**config.mk**
```make
export PLATFORM = sky130hd
export DESIGN_NAME = mem_stack_sequencer_flat
export DESIGN_NICKNAME = d
export VERILOG_FILES = /design/src/rtl/mem_stack_sequencer_if.sv /design/src/rtl/mem_stack_sequencer.sv /design/src/flat_wrapper.sv
export SDC_FILE = /design/constraint.sdc
export NUM_CORES = 1
export LEC_CHECK = 0
export CAP_MARGIN = 40
export CORE_MARGIN = 5
export CORE_UTILIZATION = 38
export DETAILED_ROUTE_END_ITERATION = 7
export PLACE_DENSITY = 0.89
export REMOVE_ABC_BUFFERS = 1
export SETUP_SLACK_MARGIN = 0.2
export SLEW_MARGIN = 15
export SYNTH_ARGS = -nofsm -noshare
export SYNTH_HDL_FRONTEND = slang
export SYNTH_SLANG_ARGS = --single-unit
```
**constraint.sdc**
```tcl
create_clock -name clk -period 3.3 [get_ports clk]
set_input_delay 0.825 -clock clk [delete_from_list [all_inputs] [get_ports clk]]
set_output_delay 0.825 -clock clk [all_outputs]
set_load 0.03 [all_outputs]
```
**src/rtl/mem_stack_sequencer_if.sv**
```systemverilog
// EX->MEM control and data-memory port bundle for mem_stack_sequencer.
// Optional stack_err_out exists only when STACK_BOUNDS_CHECK_EN is defined.
interface mem_stack_sequencer_if #(
   parameter int unsigned ADDR_W = 11
);
   logic              mem_write_in;
   logic              mem_read_in;
   logic              mem_type_in;
   logic [1:0]        SP_src_in;
   logic              mem_addr_src_in;
   logic              mem_data_src_in;
   logic              PC_push_pop_in;
   logic              flags_push_pop_in;
   logic [31:0]       PC_in;
   logic [15:0]       alu_result_in;
   logic [15:0]       Rsrc_val_in;
   logic [15:0]       Rdst_val_in;
   logic [15:0]       mem_rdata_in;

   logic [ADDR_W-1:0] mem_addr_out;
   logic [15:0]       mem_wdata_out;
   logic              mem_we_out;
   logic              mem_re_out;
   logic [15:0]       load_data_out;
   logic              load_valid_out;
   logic              stall_out;
   logic              pc_load_out;
   logic [31:0]       pc_pop_out;
   logic              is_POP_flags_out;
   logic [2:0]        POP_flags_val_out;
   logic [ADDR_W-1:0] SP_out;
`ifdef STACK_BOUNDS_CHECK_EN
   logic              stack_err_out;
`endif

   // Pipeline/memory side: drives requests and read data
   modport master (
      output mem_write_in, mem_read_in, mem_type_in, SP_src_in,
             mem_addr_src_in, mem_data_src_in, PC_push_pop_in, flags_push_pop_in,
             PC_in, alu_result_in, Rsrc_val_in, Rdst_val_in, mem_rdata_in,
      input  mem_addr_out, mem_wdata_out, mem_we_out, mem_re_out,
             load_data_out, load_valid_out, stall_out, pc_load_out,
             pc_pop_out, is_POP_flags_out, POP_flags_val_out, SP_out
`ifdef STACK_BOUNDS_CHECK_EN
      , input stack_err_out
`endif
   );

   // Sequencer side
   modport slave (
      input  mem_write_in, mem_read_in, mem_type_in, SP_src_in,
             mem_addr_src_in, mem_data_src_in, PC_push_pop_in, flags_push_pop_in,
             PC_in, alu_result_in, Rsrc_val_in, Rdst_val_in, mem_rdata_in,
      output mem_addr_out, mem_wdata_out, mem_we_out, mem_re_out,
             load_data_out, load_valid_out, stall_out, pc_load_out,
             pc_pop_out, is_POP_flags_out, POP_flags_val_out, SP_out
`ifdef STACK_BOUNDS_CHECK_EN
      , output stack_err_out
`endif
   );
endinterface

```
**src/rtl/mem_stack_sequencer.sv**
```systemverilog
// Memory-stage stack pointer owner and 16/32-bit data-memory access sequencer.
// Define STACK_BOUNDS_CHECK_EN to add the sticky stack_err_out bounds check.
module mem_stack_sequencer #(
   parameter int unsigned ADDR_W   = 11,
   parameter int unsigned SP_RESET = 2046
) (
   input logic                  clk,
   input logic                  reset,
   mem_stack_sequencer_if.slave bus
);

`ifdef STACK_BOUNDS_CHECK_EN
   localparam logic BOUNDS_EN = 1'b1;
`else
   localparam logic BOUNDS_EN = 1'b0;
`endif

   typedef enum logic [2:0] {
      IDLE    = 3'd0,
      PUSH2   = 3'd1,
      POP2    = 3'd2,
      POPDONE = 3'd3,
      LDWAIT  = 3'd4
   } state_t;

   state_t            state, state_nxt;
   logic [ADDR_W-1:0] sp, sp_nxt;
   logic [15:0]       low_q, low_nxt;
   logic              err_q, err_nxt;

   logic              wr_req, rd_req, push_req, pop_req, dword;
   logic              push_bad, pop_bad;
   logic [ADDR_W-1:0] sp_inc, sp_dec, addr_sel;
   logic [15:0]       data_sel, pc_high;

   logic [ADDR_W-1:0] mem_addr;
   logic [15:0]       mem_wdata;
   logic              mem_we, mem_re;
   logic [15:0]       load_data;
   logic              load_valid, stall, pc_load, pop_flags;
   logic [31:0]       pc_pop;
   logic [2:0]        flags_val;

   // Request decode; write wins over read, reserved SP_src behaves as no SP use
   always_comb begin
      wr_req   = bus.mem_write_in;
      rd_req   = bus.mem_read_in & ~bus.mem_write_in;
      push_req = wr_req & (bus.SP_src_in == 2'b01);
      pop_req  = rd_req & (bus.SP_src_in == 2'b10);
      dword    = bus.mem_type_in | bus.PC_push_pop_in;
      sp_inc   = sp + ADDR_W'(1);
      sp_dec   = sp - ADDR_W'(1);
      addr_sel = bus.mem_addr_src_in ? ADDR_W'(bus.Rsrc_val_in) : ADDR_W'(bus.alu_result_in);
      data_sel = bus.mem_data_src_in ? bus.Rdst_val_in : bus.Rsrc_val_in;
      pc_high  = {(bus.flags_push_pop_in ? bus.PC_in[31:29] : 3'b000), bus.PC_in[28:16]};
      push_bad = BOUNDS_EN & (sp == '0);
      pop_bad  = BOUNDS_EN & (sp == ADDR_W'(SP_RESET));
   end

   // Next state, SP update and per-cycle memory/pipeline outputs
   always_comb begin
      state_nxt  = state;
      sp_nxt     = sp;
      low_nxt    = low_q;
      err_nxt    = err_q;
      mem_addr   = '0;
      mem_wdata  = '0;
      mem_we     = 1'b0;
      mem_re     = 1'b0;
      load_data  = '0;
      load_valid = 1'b0;
      stall      = 1'b0;
      pc_load    = 1'b0;
      pc_pop     = '0;
      pop_flags  = 1'b0;
      flags_val  = '0;

      if (!reset) begin
         unique case (state)
            IDLE: begin
               if (push_req) begin
                  if (push_bad) begin
                     err_nxt = 1'b1;
                  end else begin
                     mem_we   = 1'b1;
                     mem_addr = sp;
                     sp_nxt   = sp_dec;
                     if (dword) begin
                        mem_wdata = pc_high;
                        stall     = 1'b1;
                        state_nxt = PUSH2;
                     end else begin
                        mem_wdata = data_sel;
                     end
                  end
               end else if (pop_req) begin
                  if (pop_bad) begin
                     err_nxt = 1'b1;
                  end else begin
                     mem_re    = 1'b1;
                     mem_addr  = sp_inc;
                     sp_nxt    = sp_inc;
                     stall     = 1'b1;
                     state_nxt = dword ? POP2 : LDWAIT;
                  end
               end else if (wr_req) begin
                  mem_we    = 1'b1;
                  mem_addr  = addr_sel;
                  mem_wdata = data_sel;
               end else if (rd_req) begin
                  mem_re    = 1'b1;
                  mem_addr  = addr_sel;
                  stall     = 1'b1;
                  state_nxt = LDWAIT;
               end
            end
            PUSH2: begin
               // PC_in is still the same instruction, held by last cycle's stall
               state_nxt = IDLE;
               if (push_bad) begin
                  err_nxt = 1'b1;
               end else begin
                  mem_we    = 1'b1;
                  mem_addr  = sp;
                  mem_wdata = bus.PC_in[15:0];
                  sp_nxt    = sp_dec;
               end
            end
            POP2: begin
               if (pop_bad) begin
                  err_nxt   = 1'b1;
                  state_nxt = IDLE;
               end else begin
                  low_nxt   = bus.mem_rdata_in;
                  mem_re    = 1'b1;
                  mem_addr  = sp_inc;
                  sp_nxt    = sp_inc;
                  stall     = 1'b1;
                  state_nxt = POPDONE;
               end
            end
            POPDONE: begin
               state_nxt = IDLE;
               pc_load   = 1'b1;
               pc_pop    = {3'b000, bus.mem_rdata_in[12:0], low_q};
               if (bus.flags_push_pop_in) begin
                  pop_flags = 1'b1;
                  flags_val = bus.mem_rdata_in[15:13];
               end
            end
            LDWAIT: begin
               state_nxt  = IDLE;
               load_data  = bus.mem_rdata_in;
               load_valid = 1'b1;
            end
            default: state_nxt = IDLE;
         endcase
      end
   end

   // State, stack pointer, captured low word and sticky error
   always_ff @(posedge clk) begin
      if (reset) begin
         state <= IDLE;
         sp    <= ADDR_W'(SP_RESET);
         low_q <= '0;
         err_q <= 1'b0;
      end else begin
         state <= state_nxt;
         sp    <= sp_nxt;
         low_q <= low_nxt;
         err_q <= err_nxt;
      end
   end

   assign bus.mem_addr_out      = mem_addr;
   assign bus.mem_wdata_out     = mem_wdata;
   assign bus.mem_we_out        = mem_we;
   assign bus.mem_re_out        = mem_re;
   assign bus.load_data_out     = load_data;
   assign bus.load_valid_out    = load_valid;
   assign bus.stall_out         = stall;
   assign bus.pc_load_out       = pc_load;
   assign bus.pc_pop_out        = pc_pop;
   assign bus.is_POP_flags_out  = pop_flags;
   assign bus.POP_flags_val_out = flags_val;
   assign bus.SP_out            = sp;

`ifdef STACK_BOUNDS_CHECK_EN
   assign bus.stack_err_out = err_q;
`else
   logic unused_err;
   assign unused_err = err_q;
`endif

   // Only the low ADDR_W bits of the ALU result form an address
   logic unused_alu;
   assign unused_alu = ^bus.alu_result_in;

endmodule

```
**src/flat_wrapper.sv**
```systemverilog
// flat-port wrapper written by rule: the top's interface ports become plain ports
module mem_stack_sequencer_flat 
#(
   parameter int unsigned ADDR_W   = 11,
   parameter int unsigned SP_RESET = 2046
)
  (clk, reset, bus_mem_write_in, bus_mem_read_in, bus_mem_type_in, bus_SP_src_in, bus_mem_addr_src_in, bus_mem_data_src_in, bus_PC_push_pop_in, bus_flags_push_pop_in, bus_PC_in, bus_alu_result_in, bus_Rsrc_val_in, bus_Rdst_val_in, bus_mem_rdata_in, bus_mem_addr_out, bus_mem_wdata_out, bus_mem_we_out, bus_mem_re_out, bus_load_data_out, bus_load_valid_out, bus_stall_out, bus_pc_load_out, bus_pc_pop_out, bus_is_POP_flags_out, bus_POP_flags_val_out, bus_SP_out);
  mem_stack_sequencer_if #(.ADDR_W(ADDR_W)) bus_i ();
  input logic clk;
  input logic reset;
  input wire logic [$bits(bus_i.mem_write_in)-1:0] bus_mem_write_in;
  input wire logic [$bits(bus_i.mem_read_in)-1:0] bus_mem_read_in;
  input wire logic [$bits(bus_i.mem_type_in)-1:0] bus_mem_type_in;
  input wire logic [$bits(bus_i.SP_src_in)-1:0] bus_SP_src_in;
  input wire logic [$bits(bus_i.mem_addr_src_in)-1:0] bus_mem_addr_src_in;
  input wire logic [$bits(bus_i.mem_data_src_in)-1:0] bus_mem_data_src_in;
  input wire logic [$bits(bus_i.PC_push_pop_in)-1:0] bus_PC_push_pop_in;
  input wire logic [$bits(bus_i.flags_push_pop_in)-1:0] bus_flags_push_pop_in;
  input wire logic [$bits(bus_i.PC_in)-1:0] bus_PC_in;
  input wire logic [$bits(bus_i.alu_result_in)-1:0] bus_alu_result_in;
  input wire logic [$bits(bus_i.Rsrc_val_in)-1:0] bus_Rsrc_val_in;
  input wire logic [$bits(bus_i.Rdst_val_in)-1:0] bus_Rdst_val_in;
  input wire logic [$bits(bus_i.mem_rdata_in)-1:0] bus_mem_rdata_in;
  output wire logic [$bits(bus_i.mem_addr_out)-1:0] bus_mem_addr_out;
  output wire logic [$bits(bus_i.mem_wdata_out)-1:0] bus_mem_wdata_out;
  output wire logic [$bits(bus_i.mem_we_out)-1:0] bus_mem_we_out;
  output wire logic [$bits(bus_i.mem_re_out)-1:0] bus_mem_re_out;
  output wire logic [$bits(bus_i.load_data_out)-1:0] bus_load_data_out;
  output wire logic [$bits(bus_i.load_valid_out)-1:0] bus_load_valid_out;
  output wire logic [$bits(bus_i.stall_out)-1:0] bus_stall_out;
  output wire logic [$bits(bus_i.pc_load_out)-1:0] bus_pc_load_out;
  output wire logic [$bits(bus_i.pc_pop_out)-1:0] bus_pc_pop_out;
  output wire logic [$bits(bus_i.is_POP_flags_out)-1:0] bus_is_POP_flags_out;
  output wire logic [$bits(bus_i.POP_flags_val_out)-1:0] bus_POP_flags_val_out;
  output wire logic [$bits(bus_i.SP_out)-1:0] bus_SP_out;
  assign bus_i.mem_write_in = bus_mem_write_in;
  assign bus_i.mem_read_in = bus_mem_read_in;
  assign bus_i.mem_type_in = bus_mem_type_in;
  assign bus_i.SP_src_in = bus_SP_src_in;
  assign bus_i.mem_addr_src_in = bus_mem_addr_src_in;
  assign bus_i.mem_data_src_in = bus_mem_data_src_in;
  assign bus_i.PC_push_pop_in = bus_PC_push_pop_in;
  assign bus_i.flags_push_pop_in = bus_flags_push_pop_in;
  assign bus_i.PC_in = bus_PC_in;
  assign bus_i.alu_result_in = bus_alu_result_in;
  assign bus_i.Rsrc_val_in = bus_Rsrc_val_in;
  assign bus_i.Rdst_val_in = bus_Rdst_val_in;
  assign bus_i.mem_rdata_in = bus_mem_rdata_in;
  assign bus_mem_addr_out = bus_i.mem_addr_out;
  assign bus_mem_wdata_out = bus_i.mem_wdata_out;
  assign bus_mem_we_out = bus_i.mem_we_out;
  assign bus_mem_re_out = bus_i.mem_re_out;
  assign bus_load_data_out = bus_i.load_data_out;
  assign bus_load_valid_out = bus_i.load_valid_out;
  assign bus_stall_out = bus_i.stall_out;
  assign bus_pc_load_out = bus_i.pc_load_out;
  assign bus_pc_pop_out = bus_i.pc_pop_out;
  assign bus_is_POP_flags_out = bus_i.is_POP_flags_out;
  assign bus_POP_flags_val_out = bus_i.POP_flags_val_out;
  assign bus_SP_out = bus_i.SP_out;
  mem_stack_sequencer #(.ADDR_W(ADDR_W), .SP_RESET(SP_RESET)) u_core (.clk(clk), .reset(reset), .bus(bus_i));
endmodule
```
==> insert_results.sql, run 1 <==
INSERT INTO impl_metrics (metric_group, metric, value, unit) VALUES
('setup_path', 'critical_path_class', 'in -> out', ''),
('setup_path', 'rrSetupSlack', '1.21', 'ns'),
('drt', 'antenna_violating_nets_left', '0', ''),
('layout', 'layout.cell_area.non_filler', '5570', 'um2'),
('global_route', 'global_route_wire_length_before_repair', '19100', 'um'),
('clock_network', 'root_buffer', 'clkbuf_8', ''),
('outcome', 'outcome', 'finished, final reports clean', ''),
('clock_network', 'cts-hold-fix-buffers', '0', ''),
('drt', 'wl_per_cell', '17.0', 'um'),
('clock_network', 'cts_made_buffers', '5', ''),
('sta', 'rsz0062_at_grt', 'yes', ''),
('placed_design', 'routabilityCongestion', '0.916', ''),
('drt', 'detail_route.drc_violations', '0', ''),
('setup_path', 'timing.critical_path.fanout_max', '3', ''),
('layout', 'num-nets-final', '763', ''),
('placed_design', 'io_buffers', '193', ''),
('setup_path', 'worst_ep_required_time', '2.47', 'ns'),
('layout', 'layout-area-overhead-vs-synth', '72.5', '%'),
('placed_design', 'dpl_worst_slack', '-0.199', 'ns'),
('global_route', 'grt_max_degree', '35', ''),
('sta', 'post-route-min-period', '3.07', 'ns'),
('floorplanning', 'die_area', '10400', 'um2'),
('clock_network', 'cts_num_sinks', '30', ''),
('setup_path', 'regToRegEndpoint', 'u_core.bus.SP_out[5]$_SDFFE_PP1P_', ''),
('synthesis', 'synthTopCellsByArea', 'dfxtp_1 (19%), mux2i_1 (11%), and2_1 (9.3%), a21oi_1 (6.0%), nand2_1 (5.2%)', ''),
('global_route', 'globalRouteTotalUtil', '22.3', '%'),
('setup_path', 'timing.rr.start', 'u_core.state[0]$_SDFFE_PP0P_', ''),
('placed_design', 'detailed_place.area', '5230', 'um2'),
('setup_path', 'timing.critical_path.cells', 'buf_6 > buf_4 > buf_4 > and4bb_4 > nor4_2 > a221oi_2 > o22ai_1 > buf_4 > buf_12', ''),
('setup_path', 'crit_end', 'bus_mem_addr_out[9]', ''),
('floorplanning', 'die_width', '102', 'um'),
('sta', 'layout_worst_path_cycle_share', '93.1', '%'),
('placed_design', 'dp_hpwl', '9740', 'um'),
('sta', 'max_slew.worst_pin.slew', '0.547', 'ns'),
('synthesis', 'async_sr_flop_fraction', '0', '%'),
('sta', 'hold_viol', '0', ''),
('drt', 'vias', '4254', ''),
('pwr', 'p_leak', '2.28', 'nW'),
('drt', 'detail_route.iter0.violations', '354', ''),
('sta', 'slew_viol_final', '0', ''),
('clock_network', 'worstSkewPairLatency', '0.28', 'ns'),
('synthesis', 'synth-edff-count', '0', ''),
('min_path', 'holdCritPathClass', 'reg -> reg', ''),
('sta', 'fin_setup_tns', '0', 'ns'),
('drt', 'drt_pre_antenna_iters', '5', ''),
('clock_network', 'cts-htree-levels', '2', ''),
('synthesis', 'synth_cells', '461', ''),
('setup_path', 'critical_path_arrival', '2.25', 'ns'),
('drt', 'post_drt_via_cell_ratio', '5.60', ''),
('synthesis', 'synth-seq-cells', '30', ''),
('synthesis', 'number_of_distinct_library_cells_after_synthesis', '52', ''),
('layout', 'final_core_utilization', '67.4', '%'),
('drt', 'postRouteWirelength', '12900', 'um'),
('layout', 'antenna_cells_inserted', '0', ''),
('sta', 'report.final.setup_viol', '0', ''),
('floorplanning', 'rows', '33', ''),
('layout', 'layout_common_cells', 'clkdlybuf4s50_1 (117), buf_4 (96), and2_1 (47)', ''),
('sta', 'max_slew_margin', '63.2', '%'),
('layout', 'final_common_cell', 'clkdlybuf4s50_1', ''),
('pwr', 'cell_pwr_density', '259', 'nW/um2'),
('floorplanning', 'design.core.area', '8260', 'um2'),
('floorplanning', 'floorplan.initialDensity', '39.1', '%'),
('synthesis', 'yosysSeqAreaShare', '18.6', '%'),
('layout', 'drive_above_1_share', '24.2', '%'),
('global_route', 'global_route_total_overflow', '0', ''),
('synthesis', 'synth_top_area_cell', 'dfxtp_1', ''),
('synthesis', 'postSynth.topFlopCell', 'dfxtp_1', ''),
('sta', 'fmaxAchievable', '326', 'MHz'),
('synthesis', 'synth.cell_area', '3230', 'um2'),
('clock_network', 'tritoncts', 'built', ''),
('clock_network', 'clkTransAtPathRegs', '0.06', 'ns');
sequential cells by signal, indices dropped and copies added (netlist names):
name,cells
u_core.bus.SP_out,11
u_core.low_q,16
u_core.state,3
report_power, final:
| part | total (mW) | internal [mW] | switching (mW) | leakage [nW] |
|---|---|---|---|---|
| combinational | 0.662 | 0.329 | 0.333 | 1.98 |
| clock | 0.376 | 0.241 | 0.135 | 0.0573 |
| sequential | 0.401 | 0.375 | 0.0253 | 0.243 |
| total | 1.44 | 0.946 | 0.493 | 2.28 |
cell type report:
cell class | count | area [um2]
sequential | 30 | 613
fill | 659 | 2690
tap | 105 | 131
inverter | 6 | 22.5
clock inverter | 1 | 30.0
clock buffer | 6 | 82.6
timing repair buffer | 235 | 2200
multi-input combinational | 376 | 2490
logic make-up after synthesis:
logic type | after synthesis | synth area share [%]
AOI/OAI and AO/OA | 130 | 27.2
xor gates and xnor gates | 6 | 1.63
adders and majority gates | 2 | 0.775
buffers and inverters | 57 | 8.22
DFF | 30 | 18.6
muxes | 34 | 10.5
other | 1 | 0.116
and+or+nand+nor | 201 | 32.9
worst min-delay path by stage:
stage                                        from                            end  slack, ns  depth (start not counted)
floorplan            u_core.low_q[0]$_SDFFE_PP0N_   u_core.low_q[0]$_SDFFE_PP0N_       0.43                          2
global placement    u_core.low_q[11]$_SDFFE_PP0N_  u_core.low_q[11]$_SDFFE_PP0N_       0.44                          2
detailed placement   u_core.low_q[6]$_SDFFE_PP0N_   u_core.low_q[6]$_SDFFE_PP0N_       0.45                          2
CTS                  u_core.low_q[6]$_SDFFE_PP0N_   u_core.low_q[6]$_SDFFE_PP0N_       0.45                          2
global route         u_core.low_q[8]$_SDFFE_PP0N_   u_core.low_q[8]$_SDFFE_PP0N_       0.48                          2
finish               u_core.low_q[1]$_SDFFE_PP0N_   u_core.low_q[1]$_SDFFE_PP0N_       0.45                          2
what timing repair did:
| item | CTS | global route |
|---|---|---|
| setup endpoints to repair | 27 | 28 |
| gates cloned | 1 | 2 |
| setup buffers | 1 | 4 |
| gates resized for setup | 29 | 40 |
| pin swaps | 6 | 9 |
synth_stat cells (3+ instances only):
master and count:
o22ai_1 8, buf_2 11, or3_1 3, nand2b_1 4
nand3_1 10, mux2i_1 34, buf_4 6, nor2b_1 5
o21ai_0 24, o2bb2ai_1 13, and4_1 4, and3_1 5
nand2_1 45, xnor2_1 5, and2_1 48, o21a_1 3
o221ai_1 3, a22oi_1 22, dfxtp_1 30, nand4_1 5
o32ai_1 4, inv_1 6, a21oi_1 39, nor4_1 6
o211ai_1 5, clkbuf_1 31, nor2_1 41, nor3_1 12
per-stage QoR:
stage	std cells	hold slack [ns]	power [mW]
final	759	0.448	1.44
after global routing	759	0.484	1.51
after CTS	753	0.454	1.41
after detailed placement	744	0.446	1.03
after global placement	744	0.438	1.01
after floorplan	412	0.426	0.698
critical path: cells and delay by family:
kind                   cells  cell delay [ns]
AO/OA/AOI/OAI              2             0.28
buffers and inverters      5             0.61
AND/OR/NAND/NOR            2             0.53
layer usage:
| metal | GRT usage (%) | wire (um) |
|---|---|---|
| met1 | 26.9 | 4810 |
| met2 | 40.3 | 6580 |
| met3 | 5.53 | 1360 |
| met4 | 4.54 | 184 |
| met5 | 0 | 11 |
(Power assumes the default switching activity.)
==> run 2, diff against run 1 <==
Settings changed: PLACE_DENSITY 0.89 to 0.83.
==> insert_results.sql, run 2 (synthesized netlist as in run 1, its figures left out) <==
INSERT INTO impl_metrics (metric_group, metric, value, unit) VALUES
('floorplanning', 'die_width', '102', 'um'),
('global_route', 'grt_pass1_vias', '4060', ''),
('clock_network', 'cts-hold-fix-buffers', '0', ''),
('layout', 'final_core_utilization', '68.0', '%'),
('clock_network', 'cts_num_sinks', '30', ''),
('global_route', 'antenna_found_initial', '0', ''),
('placed_design', 'io_buffers', '193', ''),
('sta', 'report.final.setup_viol', '0', ''),
('drt', 'postRouteWirelength', '12800', 'um'),
('layout', 'drive_above_1_share', '24.3', '%'),
('clock_network', 'root_buffer', 'clkbuf_8', ''),
('sta', 'post-route-min-period', '3.07', 'ns'),
('layout', 'final_common_cell', 'clkdlybuf4s50_1', ''),
('pwr', 'ir_worst_vdd', '0.158', 'mV'),
('run', 'max_cap_viol_count', '0', ''),
('drt', 'detail_route.iter0.violations', '330', ''),
('pwr', 'p_leak', '2.55', 'nW'),
('drt', 'wl_per_cell', '16.8', 'um'),
('clock_network', 'tritoncts', 'built', ''),
('floorplanning', 'design.core.area', '8260', 'um2'),
('layout', 'layout_common_cells', 'clkdlybuf4s50_1 (103), buf_4 (92), and2_1 (47)', ''),
('placed_design', 'dpl_worst_slack', '-0.262', 'ns'),
('sta', 'fmaxAchievable', '326', 'MHz'),
('sta', 'setup_ws', '0.235', 'ns'),
('drt', 'detail_route.drc_violations', '0', ''),
('layout', 'multi_input_gate_area_in_the_final_layout', '2520', 'um2'),
('setup_path', 'startpoint_type', 'primary input', ''),
('setup_path', 'worst_ep_required_time', '2.47', 'ns'),
('clock_network', 'worstSkewPairLatency', '0.29', 'ns'),
('sta', 'rsz0062_at_grt', 'yes', ''),
('layout', 'registers.top_by_ff_count', 'u_core.low_q', ''),
('placed_design', 'dp_hpwl', '9740', 'um'),
('layout', 'layout.cell_area.non_filler', '5610', 'um2'),
('clock_network', 'cts-htree-levels', '2', ''),
('layout', 'antenna_cells_inserted', '0', ''),
('placed_design', 'routabilityCongestion', '0.917', ''),
('min_path', 'holdCritPathClass', 'reg -> reg', ''),
('sta', 'layout_worst_path_cycle_share', '92.9', '%'),
('sta', 'max_slew.worst_pin.slew', '0.565', 'ns'),
('floorplanning', 'pin_count', '202', ''),
('clock_network', 'cts_made_buffers', '5', ''),
('floorplanning', 'rows', '33', ''),
('sta', 'hold_viol', '0', ''),
('layout', 'num-nets-final', '762', ''),
('clock_network', 'max-clock-path-buffers', '2', ''),
('layout', 'layout-area-overhead-vs-synth', '73.9', '%'),
('setup_path', 'critical_path_arrival', '2.24', 'ns'),
('pwr', 'finalPower', '1.37', 'mW'),
('layout', 'seq_area', '617', 'um2'),
('setup_path', 'timing.critical_path.to_type', 'output pin', ''),
('placed_design', 'detailed_place.area', '5230', 'um2'),
('drt', 'antenna_violating_nets_left', '0', ''),
('layout', 'nFillCells', '683', ''),
('floorplanning', 'die_area', '10400', 'um2'),
('floorplanning', 'floorplan.initialDensity', '39.1', '%'),
('drt', 'drt_pre_antenna_iters', '5', ''),
('global_route', 'grt_max_degree', '49', ''),
('layout', 'largest_register_ff_count', '16', ''),
('outcome', 'outcome', 'finished, final reports clean', ''),
('pwr', 'cell_pwr_density', '244', 'nW/um2'),
('global_route', 'global_route_wire_length_before_repair', '19400', 'um'),
('drt', 'vias', '4212', ''),
('floorplanning', 'die-height', '102', 'um'),
('sta', 'slew_viol_final', '0', ''),
('global_route', 'global_route_total_overflow', '0', ''),
('setup_path', 'critical_path_class', 'in -> out', ''),
('sta', 'final.setup_skew', '0.00823', 'ns'),
('clock_network', 'clkTransAtPathRegs', '0.06', 'ns'),
('drt', 'post_drt_via_cell_ratio', '5.55', ''),
('setup_path', 'timing.critical_path.fanout_max', '6', ''),
('global_route', 'globalRouteTotalUtil', '22.9', '%'),
('sta', 'max_slew_margin', '62.0', '%');
run 2: final cells by class:
type | count | share of cell area (%)
Multi-Input combinational cell | 376 | 44.8
Inverter | 6 | 0.401
Clock buffer | 6 | 1.47
Timing Repair Buffer | 234 | 39.7
Tap cell | 105 | 2.34
Sequential cell | 30 | 11.0
Clock inverter | 2 | 0.223
run 2: what timing repair did:
item                                    in CTS  in global routing
setup buffers                                5                  1
endpoints found under the setup margin      28                 44
resized for setup                           30                 52
cloned                                       1                  1
pin swaps                                    5                 12
run 2: routing by layer:
layer  up-vias  part of all wire (%)  global-route usage [%]
met4         0                   1.6                    5.05
met3        19                   9.8                    5.73
met2       216                    50                    39.8
met1      1927                    38                    28.6
met5         -                     0                       0
li1       2050                     -                       -
run 2: worst paths after layout:
path / start / slack [ns] / end / cells past startpoint
worst max register to register: u_core.bus.SP_out[1]$_SDFFE_PP1P_ / 1.17 / u_core.bus.SP_out[8]$_SDFFE_PP1P_ / 8
worst min register to register: u_core.low_q[7]$_SDFFE_PP0N_ / 0.45 / u_core.low_q[7]$_SDFFE_PP0N_ / 2
worst min-delay path: u_core.low_q[7]$_SDFFE_PP0N_ / 0.45 / u_core.low_q[7]$_SDFFE_PP0N_ / 2
worst max-delay path: bus_mem_read_in / 0.23 / bus_mem_addr_out[9] / 10
run 2: worst max-delay path, stage by stage:
cell             delay, ns
clkdlybuf4s15_1       0.19
nor2b_4               0.15
nand3b_1              0.09
buf_6                 0.15
buf_6                 0.12
nor2_1                0.13
a221oi_2              0.08
o22ai_1               0.22
buf_4                 0.17
buf_12                0.11
run 2: stage by stage:
stage          hold WS [ns]  instances  TNS [ns]
2_1_floorplan         0.426        412    -31.44
3_3_place_gp          0.437        743     -1.23
3_5_place_dp          0.443        743     -2.25
4_1_cts               0.452        757         0
5_1_grt               0.476        759         0
6_report              0.450        759         0
run 2: where the power goes:
group	total (mW)	switching (mW)	internal (mW)
clock network	0.317	0.149	0.167
logic	0.652	0.329	0.323
registers	0.403	0.0274	0.376
==> run 3, diff against run 2 <==
Settings changed: ABC_AREA set to 1, CORE_UTILIZATION 38 to 39.
==> insert_results.sql, run 3 <==
INSERT INTO impl_metrics (metric_group, metric, value, unit) VALUES
('outcome', 'outcome', 'finished, final reports clean', ''),
('setup_path', 'timing.critical_path.cells', 'clkdlybuf4s50_1 > nor2_1 > nor3_1 > a21oi_1 > nand2_1 > a21oi_2 > nor2_1 > buf_4', ''),
('sta', 'report.final.setup_viol', '0', ''),
('synthesis', 'avg_synthesized_cell_area', '5.42', 'um2'),
('synthesis', 'ys_warn_count', '0', ''),
('drt', 'detail_route.iter0.violations', '404', ''),
('synthesis', 'number_of_distinct_library_cells_after_synthesis', '35', ''),
('placed_design', 'dpl_worst_slack', '-0.264', 'ns'),
('global_route', 'global_route_wire_length_before_repair', '23900', 'um'),
('synthesis', 'post_synth_mux_area_share', '5.07', '%'),
('drt', 'vias', '5049', ''),
('clock_network', 'clkTransAtPathRegs', '0.07', 'ns'),
('synthesis', 'yosys.area_share.xor_xnor', '1.31', '%'),
('layout', 'num-nets-final', '943', ''),
('synthesis', 'synth_cells', '619', ''),
('synthesis', 'synthesized_area_fraction_occupied_by_and_or_nand_nor_cells', '39.1', '%'),
('global_route', 'grt_max_degree', '38', ''),
('layout', 'registers.top_by_ff_count', 'u_core.low_q', ''),
('global_route', 'global_route_total_overflow', '0', ''),
('layout', 'layout-area-overhead-vs-synth', '76.6', '%'),
('layout', 'largest_register_ff_count', '16', ''),
('floorplanning', 'rows', '33', ''),
('drt', 'drt_pre_antenna_iters', '5', ''),
('clock_network', 'tritoncts', 'built', ''),
('setup_path', 'setup.worst_path.start', 'bus_Rsrc_val_in[9]', ''),
('sta', 'max_slew.worst_pin.slew', '0.599', 'ns'),
('synthesis', 'dominant_combinational_cell_family_by_area_after_synthesis', 'simple AND/OR/NAND/NOR gates', ''),
('floorplanning', 'floorplan.initialDensity', '40.4', '%'),
('clock_network', 'cts-htree-levels', '2', ''),
('synthesis', 'synthAdderAreaFrac', '0.746', '%'),
('sta', 'setup_ws', '0.259', 'ns'),
('setup_path', 'timing.critical_path.slowest_stage_cell', 'clkdlybuf4s50_1', ''),
('setup_path', 'timing.critical_path.to_type', 'output pin', ''),
('synthesis', 'yosysSeqAreaShare', '17.9', '%'),
('global_route', 'globalRouteTotalUtil', '28.3', '%'),
('synthesis', 'synth_top_area_cell', 'dfxtp_1', ''),
('synthesis', 'yosys.area.top_type_share', '17.9', '%'),
('sta', 'post-route-min-period', '3.04', 'ns'),
('min_path', 'holdCritPathClass', 'reg -> reg', ''),
('synthesis', 'synth-seq-cells', '30', ''),
('synthesis', 'async_sr_flop_fraction', '0', '%'),
('layout', 'antenna_cells_inserted', '0', ''),
('pwr', 'ir_worst_vdd', '0.217', 'mV'),
('synthesis', 'synthTopCellsByArea', 'dfxtp_1 (18%), nand2_1 (16%), a21oi_1 (11%), nor2_1 (9.8%), nand3_1 (7.9%)', ''),
('sta', 'max_slew_margin', '60.1', '%'),
('sta', 'final.setup_skew', '0.00771', 'ns'),
('floorplanning', 'pin_count', '202', ''),
('run', 'max_cap_viol_count', '0', ''),
('setup_path', 'critical_path_class', 'in -> out', ''),
('global_route', 'antenna_found_initial', '0', ''),
('synthesis', 'postSynth.topFlopCell', 'dfxtp_1', ''),
('setup_path', 'timing.rr.start', 'u_core.state[1]$_SDFFE_PP0P_', ''),
('sta', 'rsz0062_at_grt', 'no', ''),
('placed_design', 'io_buffers', '193', ''),
('synthesis', 'synth_common_cells', 'nand2_1 (140), nor2_1 (88), a21oi_1 (71), inv_1 (64), nand3_1 (53)', ''),
('setup_path', 'critical_path_arrival', '2.22', 'ns'),
('sta', 'slew_viol_final', '0', ''),
('synthesis', 'synthMostInstantiatedCell', 'nand2_1', ''),
('clock_network', 'root_buffer', 'clkbuf_8', ''),
('setup_path', 'startpoint_type', 'primary input', ''),
('drt', 'antenna_violating_nets_left', '0', ''),
('layout', 'final_common_cell', 'nand2_1', ''),
('sta', 'hold_viol', '0', ''),
('setup_path', 'worst_path_largest_cell_delay', '0.51', 'ns'),
('pwr', 'p_leak', '2.79', 'nW'),
('clock_network', 'cts-hold-fix-buffers', '0', ''),
('clock_network', 'worstSkewPairLatency', '0.29', 'ns'),
('drt', 'wl_per_cell', '16.8', 'um'),
('clock_network', 'max-clock-path-buffers', '2', ''),
('floorplanning', 'design.core.area', '8300', 'um2'),
('setup_path', 'timing.critical_path.fanout_max', '2', ''),
('drt', 'postRouteWirelength', '15800', 'um'),
('sta', 'layout_worst_path_cycle_share', '92.2', '%'),
('clock_network', 'cts_made_buffers', '5', ''),
('sta', 'fin_setup_tns', '0', 'ns'),
('placed_design', 'routabilityCongestion', '0.910', ''),
('floorplanning', 'die-height', '103', 'um'),
('sta', 'finalHoldWorstSlack', '0.455', 'ns'),
('layout', 'drive_above_1_share', '22.2', '%'),
('pwr', 'cell_pwr_density', '334', 'nW/um2'),
('setup_path', 'worst_path_most_repeated_cell', 'nor2_1', ''),
('layout', 'layout_common_cells', 'nand2_1 (137), clkdlybuf4s50_1 (103), buf_4 (100)', ''),
('drt', 'post_drt_via_cell_ratio', '5.37', ''),
('synthesis', 'synth-edff-count', '0', ''),
('global_route', 'grt_pass1_vias', '5074', ''),
('synthesis', 'synth.cell_area', '3350', 'um2'),
('min_path', 'min_from', 'u_core.low_q[11]$_SDFFE_PP0N_', ''),
('clock_network', 'cts_num_sinks', '30', ''),
('drt', 'detail_route.drc_violations', '0', ''),
('placed_design', 'dp_hpwl', '11800', 'um'),
('synthesis', 'synth_compound_area_share', '21.7', '%'),
('sta', 'fmaxAchievable', '329', 'MHz'),
('setup_path', 'worst_ep_required_time', '2.47', 'ns'),
('floorplanning', 'die_width', '103', 'um'),
('floorplanning', 'die_area', '10600', 'um2');
-- run 3: cell count changes after synthesis, moves of 12 or more --
cell | before | now
mux2i_1 | 34 | 17
inv_1 | 6 | 64
o21ai_0 | 24 | 50
a21oi_1 | 39 | 71
nand2_1 | 45 | 140
clkbuf_1 | 31 | 18
o21ai_1 | 1 | 13
nand3_1 | 10 | 53
nor2_1 | 41 | 88
and2_1 | 48 | 0
a22oi_1 | 22 | 0
o2bb2ai_1 | 13 | 0
-- run 3: logic make-up (layout without fill, tap and decap cells) --
group,count (synthesis),in the layout
AND/OR/NAND/NOR,311,312
other,1,3
AO/OA/AOI/OAI,142,142
XOR/XNOR,5,5
adder cells (fa/ha/maj),2,2
multiplexers,17,17
flip-flops,30,30
buffers and inverters,111,324
-- run 3: area by class of cell --
type | instances | area (um2)
clock buffers | 6 | 82.6
clock inverters | 2 | 60.1
fillers | 701 | 2380
inverters | 75 | 289
multi-input cells | 481 | 2430
flip-flops and latches | 30 | 602
well taps | 105 | 131
repair buffers | 241 | 2330
-- run 3: where the power goes --
| part | switching, mW | total (mW) | internal [mW] |
|---|---|---|---|
| clock network | 0.152 | 0.475 | 0.322 |
| registers | 0.0260 | 0.421 | 0.395 |
| logic | 0.630 | 1.08 | 0.452 |
| total | 0.809 | 1.98 | 1.17 |
-- run 3: metrics by stage --
step / power [mW] / instances / util (%) / cell area [um2]
6_report: 1.98 / 940 / 71.4 / 5920
5_1_grt: 2.08 / 940 / 71.4 / 5920
4_1_cts: 1.94 / 935 / 69.5 / 5770
3_5_place_dp: 1.44 / 923 / 65.8 / 5460
3_3_place_gp: 1.42 / 923 / 65.8 / 5460
2_1_floorplan: 0.964 / 585 / - / 3170
-- run 3: worst max-delay path, delay by kind of cell --
kind / cells / cell delay [ns]
buffers and inverters: 2 / 0.68
and+or+nand+nor: 4 / 0.53
AOI/OAI and AO/OA: 2 / 0.18
-- run 3: metal layers --
layer	vias up	global-route usage, %	part of all wire [%]
li1	2447	-	-
met1	2256	33.3	38
met2	318	50.1	49
met3	28	6.50	12
met4	0	10.1	2.0
met5	-	0	0
-- run 3: what timing repair did --
action,4_1_cts,5_1_grt
buffers inserted,2,3
resized for setup,45,39
cloned,2,2
pin swaps,6,11
endpoints found under the setup margin,49,38
-- run 3: path summary, 6_finish.rpt --
path                                             to  slack [ns]  cells after the start
setup / recovery                bus_mem_addr_out[9]        0.26                      8
hold / removal        u_core.low_q[11]$_SDFFE_PP0N_        0.45                      2
setup reg to reg  u_core.bus.SP_out[2]$_SDFFE_PP1P_        1.07                      8
hold reg to reg       u_core.low_q[11]$_SDFFE_PP0N_        0.45                      2
